[src/rtl/ascii_hex_frame_collector_if.sv]
// rtl/ascii_hex_frame_collector_if.sv - character-in / frame-out bundle for the ASCII hex frame collector
interface ascii_hex_frame_collector_if #(
  parameter int NUM_BYTES = 2
);
  localparam int NUM_CHARS = NUM_BYTES * 2;

  logic [7:0]             rx_data;
  logic                   rx_valid;
  logic [NUM_CHARS*8-1:0] ascii_out;
  logic                   out_valid;
  logic                   out_ready;
  logic                   frame_err;
  logic                   overrun;

  modport master (
    output rx_data, rx_valid, out_ready,
    input  ascii_out, out_valid, frame_err, overrun
  );

  modport slave (
    input  rx_data, rx_valid, out_ready,
    output ascii_out, out_valid, frame_err, overrun
  );
endinterface

[src/rtl/ascii_hex_frame_collector.sv]
// rtl/ascii_hex_frame_collector.sv - gathers NUM_BYTES*2 ASCII hex chars + CR/LF into a packed frame
// Optional macro ASCII_HEX_LOWERCASE_EN accepts a-f and stores them as A-F.
module ascii_hex_frame_collector #(
  parameter int NUM_BYTES = 2
) (
  input  logic                       clk,
  input  logic                       rst,
  ascii_hex_frame_collector_if.slave bus
);
  localparam int NUM_CHARS = NUM_BYTES * 2;
  localparam int W         = NUM_CHARS * 8;
  localparam int CW        = $clog2(NUM_CHARS + 1);
  localparam logic [CW-1:0] LAST_IDX = CW'(NUM_CHARS - 1);
  localparam logic [W-1:0]  ZERO_FRAME = {NUM_CHARS{8'h30}};

  typedef enum logic [1:0] {COLLECT, WAIT_EOL, DISCARD, FULL} state_t;

  state_t        state;
  logic [W-1:0]  buf_q;
  logic [CW-1:0] cnt;
  logic          is_hex;
  logic          is_eol;
  logic [7:0]    ch;
  logic          take;

  always_comb begin
    ch     = bus.rx_data;
    is_eol = (bus.rx_data == 8'h0D) || (bus.rx_data == 8'h0A);
    is_hex = ((bus.rx_data >= 8'h30) && (bus.rx_data <= 8'h39)) ||
             ((bus.rx_data >= 8'h41) && (bus.rx_data <= 8'h46));
`ifdef ASCII_HEX_LOWERCASE_EN
    if ((bus.rx_data >= 8'h61) && (bus.rx_data <= 8'h66)) begin
      is_hex = 1'b1;
      ch     = bus.rx_data & 8'hDF;
    end
`endif
  end

  // A strobe arriving in FULL together with out_ready starts the next line immediately.
  assign take = bus.rx_valid && ((state == COLLECT) || ((state == FULL) && bus.out_ready));

  always_ff @(posedge clk) begin
    if (rst) begin
      state         <= COLLECT;
      buf_q         <= ZERO_FRAME;
      cnt           <= '0;
      bus.ascii_out <= ZERO_FRAME;
      bus.out_valid <= 1'b0;
      bus.frame_err <= 1'b0;
      bus.overrun   <= 1'b0;
    end else begin
      bus.frame_err <= 1'b0;
      bus.overrun   <= 1'b0;
      case (state)
        COLLECT, FULL: begin
          if (state == FULL) begin
            if (bus.out_ready) begin
              bus.out_valid <= 1'b0;
              state         <= COLLECT;
            end else if (bus.rx_valid) begin
              bus.overrun <= 1'b1;
            end
          end
          if (take) begin
            if (is_hex) begin
              buf_q <= {buf_q[W-9:0], ch};
              cnt   <= cnt + 1'b1;
              if (cnt == LAST_IDX) begin
                state <= WAIT_EOL;
              end
            end else if (is_eol) begin
              if (cnt != '0) begin
                bus.frame_err <= 1'b1;
                cnt           <= '0;
              end
            end else begin
              bus.frame_err <= 1'b1;
              cnt           <= '0;
              state         <= DISCARD;
            end
          end
        end
        WAIT_EOL: begin
          if (bus.rx_valid) begin
            cnt <= '0;
            if (is_eol) begin
              bus.ascii_out <= buf_q;
              bus.out_valid <= 1'b1;
              state         <= FULL;
            end else begin
              bus.frame_err <= 1'b1;
              state         <= DISCARD;
            end
          end
        end
        DISCARD: begin
          if (bus.rx_valid && is_eol) begin
            state <= COLLECT;
          end
        end
        default: state <= COLLECT;
      endcase
    end
  end
endmodule

[src/flat_wrapper.sv]
// flat-port wrapper written by rule: the top's interface ports become plain ports
module ascii_hex_frame_collector_flat 
#(
  parameter int NUM_BYTES = 2
)
  (clk, rst, bus_rx_data, bus_rx_valid, bus_out_ready, bus_ascii_out, bus_out_valid, bus_frame_err, bus_overrun);
  ascii_hex_frame_collector_if #(.NUM_BYTES(NUM_BYTES)) bus_i ();
  input  logic clk;
  input  logic rst;
  input wire logic [$bits(bus_i.rx_data)-1:0] bus_rx_data;
  input wire logic [$bits(bus_i.rx_valid)-1:0] bus_rx_valid;
  input wire logic [$bits(bus_i.out_ready)-1:0] bus_out_ready;
  output wire logic [$bits(bus_i.ascii_out)-1:0] bus_ascii_out;
  output wire logic [$bits(bus_i.out_valid)-1:0] bus_out_valid;
  output wire logic [$bits(bus_i.frame_err)-1:0] bus_frame_err;
  output wire logic [$bits(bus_i.overrun)-1:0] bus_overrun;
  assign bus_i.rx_data = bus_rx_data;
  assign bus_i.rx_valid = bus_rx_valid;
  assign bus_i.out_ready = bus_out_ready;
  assign bus_ascii_out = bus_i.ascii_out;
  assign bus_out_valid = bus_i.out_valid;
  assign bus_frame_err = bus_i.frame_err;
  assign bus_overrun = bus_i.overrun;
  ascii_hex_frame_collector #(.NUM_BYTES(NUM_BYTES)) u_core (.clk(clk), .rst(rst), .bus(bus_i));
endmodule
[config.mk]
export PLATFORM = sky130hd
export DESIGN_NAME = ascii_hex_frame_collector_flat
export DESIGN_NICKNAME = d
export VERILOG_FILES = /design/src/rtl/ascii_hex_frame_collector_if.sv /design/src/rtl/ascii_hex_frame_collector.sv /design/src/flat_wrapper.sv
export SDC_FILE = /design/constraint.sdc
export NUM_CORES = 1
export LEC_CHECK = 0
export ABC_AREA = 1
export ABC_CLOCK_PERIOD_IN_PS = 1830
export CORE_ASPECT_RATIO = 0.75
export CORE_MARGIN = 5
export CORE_UTILIZATION = 50
export CTS_CLUSTER_DIAMETER = 200
export CTS_CLUSTER_SIZE = 28
export DETAILED_ROUTE_END_ITERATION = 8
export PLACE_DENSITY = 0.71
export SETUP_SLACK_MARGIN = 0.15
export SYNTH_ARGS = -nofsm -noshare
export SYNTH_HDL_FRONTEND = slang
export SYNTH_SLANG_ARGS = --single-unit
export TNS_END_PERCENT = 10
[constraint.sdc]
create_clock -name clk -period 1.83 [get_ports clk]
set_input_delay 0.366 -clock clk [delete_from_list [all_inputs] [get_ports clk]]
set_output_delay 0.366 -clock clk [all_outputs]
set_load 0.03 [all_outputs]
# After elaboration in Yosys (flattened, before gate mapping)
# Cells that the tools add are included.
# classes
add_sub_neg	1
n_lt_le_gt_ge	4
n_eq_ne	13
muxes	29
bitwise	2
reduce_logical	18
# ops
op	n
equality test 8 x 4 -> 1 bit, second input constant	2
2-to-1 mux 2 bit	8
2-to-1 mux 3 bit	5
2-to-1 mux 1 bit	12
>= comparator 8 x 6 -> 1 bit, second input constant	1
>= comparator 8 x 7 -> 1 bit, second input constant	1
<= comparator 8 x 6 -> 1 bit, second input constant	1
<= comparator 8 x 7 -> 1 bit, second input constant	1
inequality test 2 x 1 -> 1 bit, second input constant	4
one-hot mux 2 bit (3 select lines)	1
one-hot mux 3 bit (2 select lines)	1
AND reduction 3 bit	2
logical AND 1 bit	5
AND reduction 5 bit	1
equality test 2 bit, second input constant	2
inequality test 2 bit, second input constant	2
inequality test 4 x 3 -> 1 bit, second input constant	1
one-hot mux 1 bit (2 select lines)	2
AND reduction 4 bit	1
OR reduction 4 bit	1
adder 3 x 1 -> 3 bit, second input constant	1
equality test 3 x 2 -> 1 bit, second input constant	1
logical OR 1 bit	3
nonzero test 3 bit	1
6 further kinds	7
# totals
regBits	72
inputBits	12

# Logic depth before layout (Yosys ltp)
# logic_depth
depth_word	6
depth_mapped	11

# Worst setup path after synthesis
# No wires, ideal clock.
# synth_timing
path_type	register -> register
from	register u_core.state[0]
to	register u_core.buf_q[4]
setup_time_ns	0.122
arrival_time_ns	1.422
path_slack_ns	0.286
path_stages_with_launch	8
path_buffers	1
synth_period_minus_slack_ns	1.544
cell_sequence	dfxtp_1 > inv_1 > ha_1 > inv_1 > nand2_1 > nor2_4 > buf_4 > o21ai_0
# synth_via
elab_chain_cells	5
word_cells_on_any_way	7
# synth_rtl
element	line	text
start: declaration	ascii_hex_frame_collector.sv:18	state_t state;
start signal: assignment	ascii_hex_frame_collector.sv:44	state <= COLLECT;
start signal: assignment	ascii_hex_frame_collector.sv:59	state <= COLLECT;
start signal: assignment	ascii_hex_frame_collector.sv:69	state <= WAIT_EOL;
equality test 2 bit	ascii_hex_frame_collector.sv:40, ascii_hex_frame_collector.sv:54	
logical AND 1 bit	ascii_hex_frame_collector.sv:40	assign take = bus.rx_valid && ((state == COLLECT) || ((state == FULL) && bus.out_ready));
logical OR 1 bit	ascii_hex_frame_collector.sv:40	
logical AND 1 bit	ascii_hex_frame_collector.sv:40	
AND reduction 3 bit (no line) (*)	n/a	
end signal: assignment	ascii_hex_frame_collector.sv:66	buf_q <= {buf_q[W-9:0], ch};
end: declaration	ascii_hex_frame_collector.sv:19	logic [W-1:0] buf_q;
# Every way passes the cells marked *; elsewhere a longest branch is shown, timed or not.
# A chain may end at the register's enable or synchronous reset.

# Worst setup path in the final report
# layout_timing
from	register u_core.bus.out_valid
to	output port bus_out_valid
# layout_lines
element	line	text
start: declaration	ascii_hex_frame_collector_if.sv:22	output ascii_out, out_valid, frame_err, overrun
start signal: assignment	ascii_hex_frame_collector.sv:48	bus.out_valid <= 1'b0;
start signal: assignment	ascii_hex_frame_collector.sv:58	bus.out_valid <= 1'b0;
start signal: assignment	ascii_hex_frame_collector.sv:88	bus.out_valid <= 1'b1;
end: declaration	flat_wrapper.sv:14	output wire logic [$bits(bus_i.out_valid)-1:0] bus_out_valid;
# No word-level cell between the ends.

==> flow_summary.ini <==
[outcome]
status = finished clean

[power_and_ir_drop]
p_per_area_nw_per_um2 = 991
p_leak_uw = 0.00179
irDropWorstVdd_v = 0.000508

[clock_tree]
cts_buffer_depth = 2
cts_hold_buf = 0
htree_levels = 3
cts_sinks = 72
cts_buffers = 9
path_clk_slew_ns = 0.08
clock-root-buffer = clkbuf_8
cts_tree = yes
worstSkewPairLatency_ns = 0.35

[global_routing]
track_usage = 0.190
antenna_found_initial = 0
grt_max_degree = 44
grt_pass1_vias = 2524
grt_pass1_wl_um = 12000
grt.overflow.total = 0

[yosys]
seq_area_frac_synth = 0.458
synthDistinctLibCells = 30
synth_nets = 410
yosysWarnings = 0
syn_area_um2 = 3150
syn_area_per_cell_um2 = 8.09
ys_ff_latch = 72
synthCells = 389

[timing]
min_period_ns = 1.75
rsz0062_at_grt = yes
drv_slew = 0
slew_headroom = 0.782
finalHoldViolCount = 0
fin_tns_setup_ns = 0
fin_crit_sh = 0.954
tightestPinTransition_ns = 0.327
whs_ns = 0.465
finClkSkew_ns = 0.0125
finalSetupViolCount = 0
max_freq_mhz = 573

[drt]
finalWirelength_um = 6870
avgRoutedWirePerCell_um = 12.7
drt_first_pass_iters = 4
dr.first_iter.drc_count = 128
via_per_inst = 4.92
vias = 2657
drtAntennaViolNets = 0
drc = 0

[min_path]
min-delay-start = u_core.buf_q[27]
hold_depth = 2
whs_endpoint = u_core.bus.ascii_out[27]
hold_path.class = register to register

[critical_path]
path_max_fanout = 2
path_depth = 1
critPathCaptureType = output port
crit_path_top_delay_cell = clkdlybuf4s50_1
worst-endpoint-arrival_ns = 1.38
r2r_cells = 11
slowest_delay_ns = 0.68
crit_chain = clkdlybuf4s50_1
timing.rr.end = u_core.buf_q[20]
r2r-start = u_core.state[0]
critical_path_required_ns = 1.46
cp-start-kind = register
path_buf_inv = 1
critical_path_class = register to output port
cp_top_family = buffers and inverters
r2r_slack_ns = 0.21

[cells_and_area]
nets = 475
n_fill_cell = 528
num_antenna_cells = 0
fin_area_um2 = 4110
drive_gt1_frac = 0.246
fin_util = 0.664
area_growth_pct = 30.7
layout_common_cells = 78 x nand2_1, 71 x dfxtp_1, 54 x nor2_1
layout_commonest_cell = nand2_1

[floorplanning]
die_x_um = 102
rows = 25
initial_core_util = 0.508
io-pin-count = 47
die-area_um2 = 7990
die_y_um = 78.7
coreArea_um2 = 6190

[place]
dpl-instance-area_um2 = 3830
io_buffers = 46
dp_hpwl_um = 4880
gp_congestion = 0.881

[job]
drv_cap = 0
[timing repair]
action,4_1_cts,5_1_grt
endpoints found under the setup margin,84,102
gates resized for setup,4,10
setup buffers,1,0
pin swaps,1,0
[flip-flops by register name, indices dropped and copies added (netlist names)]
register,cells
u_core.buf_q,32
u_core.bus.ascii_out,32
u_core.bus.frame_err,1
u_core.bus.out_valid,1
u_core.bus.overrun,1
u_core.cnt,3
u_core.state,2
[synth_stat cells, drive strengths merged]
library cell	number	share of area
nand2	104	0.15
nand4	1	0.0020
or2	3	0.0060
o211ai	4	0.013
buf	13	0.039
a21oi	40	0.093
and2	1	0.0020
dfxtp	72	0.46
clkbuf	5	0.0060
nor3	4	0.0064
ha	9	0.036
o21ai	28	0.045
inv	25	0.031
nand3	22	0.038
nor2	58	0.079
[how the worst max path moves through the flow]
stage / startpoint / endpoint / slack, ns
after floorplan: u_core.state[0] / u_core.buf_q[4] / 0.29
after global placement: bus_rx_data[5] / u_core.bus.ascii_out[4] / -0.12
after detailed placement: bus_rx_data[5] / u_core.bus.ascii_out[5] / -0.16
after CTS: u_core.bus.ascii_out[3] / bus_ascii_out[3] / 0.06
after global routing: u_core.bus.ascii_out[1] / bus_ascii_out[1] / 0.02
final: u_core.bus.out_valid / bus_out_valid / 0.08
[cell type report]
| class | instances | area [um2] | share of cell area |
|---|---|---|---|
| timing repair buffer | 72 | 732 | 0.178 |
| sequential | 72 | 1440 | 0.351 |
| clock buffer | 9 | 124 | 0.0301 |
| tap | 81 | 101 | 0.0246 |
| clock inverter | 7 | 118 | 0.0286 |
| multi-input combinational | 274 | 1490 | 0.363 |
| inverter | 25 | 101 | 0.0246 |
[layer usage]
metal  vias up  global-route usage  share of wire
met3         4              0.0702          0.061
met1      1204               0.273           0.50
li1       1382                   -              -
met4         0              0.0465         0.0045
met5         -                   0              0
met2        67               0.268           0.43
[where the power goes]
part           switching, uW  internal [uW]  leakage [uW]  total, uW
combinational            505            350       0.00109        855
clock                    600            907      0.000124       1510
sequential              62.2           1650      0.000583       1710
total                   1170           2910       0.00179       4080
[cell families (layout without fill, tap and decap cells)]
family	after synthesis	after routing	synth area share
simple gates	193	193	0.279
flops	72	72	0.458
buf+inv	43	113	0.0760
compound gates	72	72	0.151
fa+ha+maj	9	9	0.0358
[stage by stage]
step	total power, uW	worst slack (ns)	instances
6_report	4080	0.0841	540
2_1_floorplan	2260	0.286	389
3_3_place_gp	2490	-0.116	523
5_1_grt	4320	0.0235	540
3_5_place_dp	2510	-0.161	523
4_1_cts	4060	0.0646	540
No activity file was read; power rests on OpenSTA's default activity.
==> patch 1: new RTL, same settings <==
`NUM_BYTES` is set to 2 in 3 places; all go to 4. Comments in the files are not updated.
--- a/src/rtl/ascii_hex_frame_collector_if.sv
+++ b/src/rtl/ascii_hex_frame_collector_if.sv
@@ -1,6 +1,6 @@
 // rtl/ascii_hex_frame_collector_if.sv - character-in / frame-out bundle for the ASCII hex frame collector
 interface ascii_hex_frame_collector_if #(
-  parameter int NUM_BYTES = 2
+  parameter int NUM_BYTES = 4
 );
   localparam int NUM_CHARS = NUM_BYTES * 2;
 
--- a/src/rtl/ascii_hex_frame_collector.sv
+++ b/src/rtl/ascii_hex_frame_collector.sv
@@ -1,7 +1,7 @@
 // rtl/ascii_hex_frame_collector.sv - gathers NUM_BYTES*2 ASCII hex chars + CR/LF into a packed frame
 // Optional macro ASCII_HEX_LOWERCASE_EN accepts a-f and stores them as A-F.
 module ascii_hex_frame_collector #(
-  parameter int NUM_BYTES = 2
+  parameter int NUM_BYTES = 4
 ) (
   input  logic                       clk,
   input  logic                       rst,
--- a/src/flat_wrapper.sv
+++ b/src/flat_wrapper.sv
@@ -1,7 +1,7 @@
 // flat-port wrapper written by rule: the top's interface ports become plain ports
 module ascii_hex_frame_collector_flat 
 #(
-  parameter int NUM_BYTES = 2
+  parameter int NUM_BYTES = 4
 )
   (clk, rst, bus_rx_data, bus_rx_valid, bus_out_ready, bus_ascii_out, bus_out_valid, bus_frame_err, bus_overrun);
   ascii_hex_frame_collector_if #(.NUM_BYTES(NUM_BYTES)) bus_i ();
Interface: changed (resized bus_ascii_out); port bits go from 47 to 79. No check against the original RTL was run, so the function may have changed too.
==> patch 1 against the original RTL <==
- first-iteration DRC count increased to 3.6 times the old value
- sequential power increased by 85%
- cell area increased by 83%
- sequential cell count increased by 65
- global-route usage increased by 1.1 points
- routed wire length increased by 110%
- worst setup slack improved by 0.045 ns
- area after synthesis increased by 71%
- hold slack got worse by 0.072 ns
- via count increased by 94%
- total power increased by 94%
- critical endpoint is now u_core.buf_q[54]$_SDFFE_PP0P_
==> patch 1: results (changes against the original RTL) <==
[logic_synthesis]
syn_inst=692  ; +78%
synth_common_cells=222 x nand2_1, 137 x dfxtp_1, 104 x a21oi_1
synth_nets=712  ; +74%
ys_types=24  ; -20%
synth_seq_area_share_pct=51.1  ; +5.3 points
synth.area.top_cells=dfxtp_1 51%, nand2_1 16%, a21oi_1 9.7%, nand4_1 5.5%, o211ai_1 3.9%

[drt]
routed_via_density=5.49  ; +12%
vias=5151  ; +94%
wire_per_inst_um=15.3  ; +20%
drt-initial-drc-count=467  ; +260%
first_pass_iters=5  ; +1

[grt]
grt_pass1_vias=4537  ; +80%
grt_max_degree=79  ; +80%
grt_first_pass_wirelength_um=21400  ; +79%

[timing]
relSlewSlack_pct=65.2  ; -13 points
finClkSkew_ns=0.00715  ; -0.00532 ns
period_minus_slack_ns=1.70  ; -0.0451 ns

[placed_design]
hpwl_um=8610  ; +76%
preCtsSetupSlack_ns=-0.250  ; -0.0891 ns
dpl_cell_area_sq_um=6470  ; +69%
dp_cells=891  ; +70%
gp_congestion=0.868  ; -1.4%
port_buffers=78  ; +70%

[worst_setup_path]
critical_path.max_stage_delay_ns=0.57  ; -0.11 ns
end_kind=register
arrival_ns=1.96  ; +0.58 ns
worstPathMaxFanout=9  ; +7
startpoint=bus_out_ready
reg2reg_setup_slack_ns=0.13  ; -0.08 ns
rr_endpoint=u_core.buf_q[54]$_SDFFE_PP0P_

[clock_network]
clk_pin_slew_ns=0.06  ; -0.02 ns
ctsRootBufferMaster=clkbuf_16
htreeDepth=4  ; +1
clk_latency_ns=0.41  ; +0.06 ns
cts_buffers=17  ; +8

[power_and_ir_drop]
p_int_uw=5730  ; +97%
power.leakage_uw=0.00382  ; +110%

[layout]
top_regs=u_core.buf_q: 64 flops, u_core.bus.ascii_out: 64 flops, u_core.cnt: 4 flops
fill_cells=786  ; +49%
drive_gt1_share_pct=14.8  ; -9.8 points
final_util_pct=72.8  ; +6.4 points
nets=810  ; +71%

[run_status]
status=finished, final reports clean

[min_path]
hold_path_class=input port to register

==> patch 1: cell count changes in the layout (fill, tap and decap cells not counted), moves of 32 or more <==
cell / before / now
nand2_1: 78 / 208
a21oi_1: 15 / 103
dfxtp_1: 71 / 135
dlymetal6s2s_1: 1 / 59
nand4_1: 1 / 47
clkdlybuf4s50_1: 44 / 7
nor2_1: 54 / 22
==> patch 1: worst min-delay path by stage <==
stage / from / to / slack, ns / cells past startpoint
after floorplan: u_core.buf_q[4]$_SDFFE_PP1P_ / u_core.buf_q[4]$_SDFFE_PP1P_ / 0.43 / 2
after global placement: u_core.buf_q[5]$_SDFFE_PP1P_ / u_core.buf_q[5]$_SDFFE_PP1P_ / 0.44 / 2
after detailed placement: u_core.buf_q[5]$_SDFFE_PP1P_ / u_core.buf_q[5]$_SDFFE_PP1P_ / 0.45 / 2
after CTS: rst / u_core.buf_q[16]$_SDFFE_PP0P_ / 0.38 / 3
after global routing: rst / u_core.buf_q[22]$_SDFFE_PP0P_ / 0.40 / 3
final: rst / u_core.buf_q[17]$_SDFFE_PP0P_ / 0.39 / 3
==> patch 1: per-layer routing <==
metal	track usage [%]	vias to the layer above	routed length (um)
met5	0	-	0
met4	4.23	0	54
met3	5.26	6	924
met2	31.6	166	6970
met1	28.0	2461	6410
li1	-	2518	-
==> patch 1: area by class of cell <==
class / count / share of cell area, %
Clock buffer: 20 / 6.19
Clock inverter: 11 / 1.59
Inverter: 35 / 1.81
Multi-Input combinational cell: 468 / 31.6
Sequential cell: 137 / 36.5
Tap cell: 136 / 2.26
Timing Repair Buffer: 131 / 20.1
==> patch 1: worst reg2reg max path, stage by stage (launching register included) <==
cell,delay [ns]
dfxtp_4,0.39
ha_4,0.16
nand2_4,0.05
nand2_2,0.07
nand2_2,0.06
nor2_4,0.22
nand3_4,0.10
buf_12,0.17
clkbuf_16,0.17
nand2_1,0.08
a21oi_1,0.08
==> patch 1: cell families (layout without fill, tap and decap cells) <==
kind of cell	count (synthesis)	count (layout)	share of synthesized area (%)
AND/OR/NAND/NOR	324	324	26.1
flip-flops	137	137	51.1
AO/OA/AOI/OAI	135	135	13.9
buffers and inverters	87	197	6.74
adder cells (fa/ha/maj)	8	8	1.87
XOR/XNOR	1	1	0.163
==> patch 1: what timing repair did <==
| item | in CTS | in global routing |
|---|---|---|
| pin swaps | 0 | 7 |
| endpoints found under the setup margin | 127 | 148 |
| buffers inserted | 0 | 7 |
| gates cloned | 0 | 9 |
| hold buffers | 0 | 0 |
| gates resized for setup | 14 | 94 |
==> patch 1: power by group through the flow <==
stage	clock (uW)	sequential [uW]	combinational, uW
2_1_floorplan	0	3200	818
3_3_place_gp	0	3200	1160
3_5_place_dp	0	3210	1210
4_1_cts	3380	3140	1220
5_1_grt	3520	3170	1520
6_report	3340	3160	1380
==> patch 2: new RTL, same settings <==
Without the edit above. The 4 states of `state_t` get a one-hot encoding in 4 bits.
--- a/src/rtl/ascii_hex_frame_collector.sv
+++ b/src/rtl/ascii_hex_frame_collector.sv
@@ -13,7 +13,7 @@
   localparam logic [CW-1:0] LAST_IDX = CW'(NUM_CHARS - 1);
   localparam logic [W-1:0]  ZERO_FRAME = {NUM_CHARS{8'h30}};
 
-  typedef enum logic [1:0] {COLLECT, WAIT_EOL, DISCARD, FULL} state_t;
+  typedef enum logic [3:0] {COLLECT = 4'b0001, WAIT_EOL = 4'b0010, DISCARD = 4'b0100, FULL = 4'b1000} state_t;
 
   state_t        state;
   logic [W-1:0]  buf_q;
Formal check against the unedited RTL: no difference found for any inputs over 10 cycles, from zero or initial values and one cycle with rst high; not proved beyond that.
==> patch 2 against the original RTL <==
- first-iteration DRC count grew 48%
- largest cell class is now flip-flops and latches
- synthesized cell count grew 3.9%
- area after synthesis shrank 5.4%
- critical path depth is the same
- worst setup slack gained 0.032 ns
- routed wire length grew 2.8%
- cell area shrank 3.2%
- sequential cell count grew 2
- critical path type unchanged
Power is not compared: it rests on default switching activity, and its combinational part moved more than twofold at a synthesized area within 25%.
==> patch 2: results (changes against the original RTL) <==
[run_status]
status=finished, final reports clean

[timing]
finClkSkew_ns=0.00740  ; -0.00507 ns
relSlewSlack_pct=74.6  ; -3.5 points

[min_path]
hold_end=u_core.bus.ascii_out[29]$_SDFFE_PP1P_
hold_start=u_core.buf_q[29]$_SDFFE_PP1P_

[placed_design]
hpwl_um=4810  ; -1.3%
gp_congestion=0.901  ; +2.2%
preCtsSetupSlack_ns=-0.268  ; -0.107 ns
dpl_cell_area_sq_um=3650  ; -4.7%

[logic_synthesis]
synth_compound_area_share_pct=12.2  ; -2.9 points
ys_types=26  ; -13%
yosys.area_share.adder_pct=1.26  ; -2.3 points
synth.area.top_cells=dfxtp_1 50%, nor2_1 12%, nand2_1 8.6%, o21ai_0 6.4%, nand3_1 3.7%
synth_common_cells=99 x nor2_1, 74 x dfxtp_1, 68 x nand2_1
synth_seq_area_share_pct=49.8  ; +4.0 points

[worst_setup_path]
reg2reg_setup_slack_ns=0.26  ; +0.05 ns
rr_endpoint=u_core.bus.ascii_out[31]$_SDFFE_PP0P_
arrival_ns=1.35  ; -0.03 ns
startpoint=u_core.bus.ascii_out[1]$_SDFFE_PP0P_
r2r-start=u_core.state[3]$_SDFFE_PP0P_
r2r_cells=8  ; -3

[clock_network]
cts-resized-gates=7  ; +3
post_cts_buffers=0  ; -1

[grt]
grt_pass1_vias=2627  ; +4.1%
gr-usage-met3_pct=4.90  ; -2.1 points
grt_first_pass_wirelength_um=11800  ; -1.1%

[drt]
m1WireLength_um=3570  ; +3.9%
met3_length_um=327  ; -22%
vias=2787  ; +4.9%
routed-wl-met2_um=3110  ; +4.3%

[layout]
fill_cells=484  ; -8.3%
nets=489  ; +2.9%
top_regs=u_core.buf_q: 32 flops, u_core.bus.ascii_out: 32 flops, u_core.state: 4 flops

## patch 2: cell count changes after synthesis, sizes merged, moves of 3 or more
| cell | before | now |
|---|---|---|
| a21oi | 40 | 15 |
| ha | 9 | 3 |
| nand2 | 104 | 70 |
| nand4 | 1 | 5 |
| nor2 | 58 | 101 |
| o21ai | 28 | 49 |
| or2 | 3 | 0 |
## patch 2: cell type report
| class | instances | area (sq um) | share of cell area [%] |
|---|---|---|---|
| timing repair buffer | 79 | 771 | 19.4 |
| inverter | 27 | 110 | 2.77 |
| clock inverter | 6 | 88.8 | 2.23 |
| multi-input combinational | 283 | 1310 | 32.8 |
| tap | 78 | 97.6 | 2.45 |
| clock buffer | 10 | 128 | 3.21 |
| sequential | 74 | 1480 | 37.2 |
## patch 2: metrics by stage
step / util, % / hold WS (ns) / cells
final: 68.7 / 0.468 / 557
after global routing: 68.7 / 0.467 / 557
after CTS: 66.5 / 0.470 / 550
after detailed placement: 63.0 / 0.451 / 534
after global placement: 63.0 / 0.440 / 534
after floorplan: - / 0.429 / 404
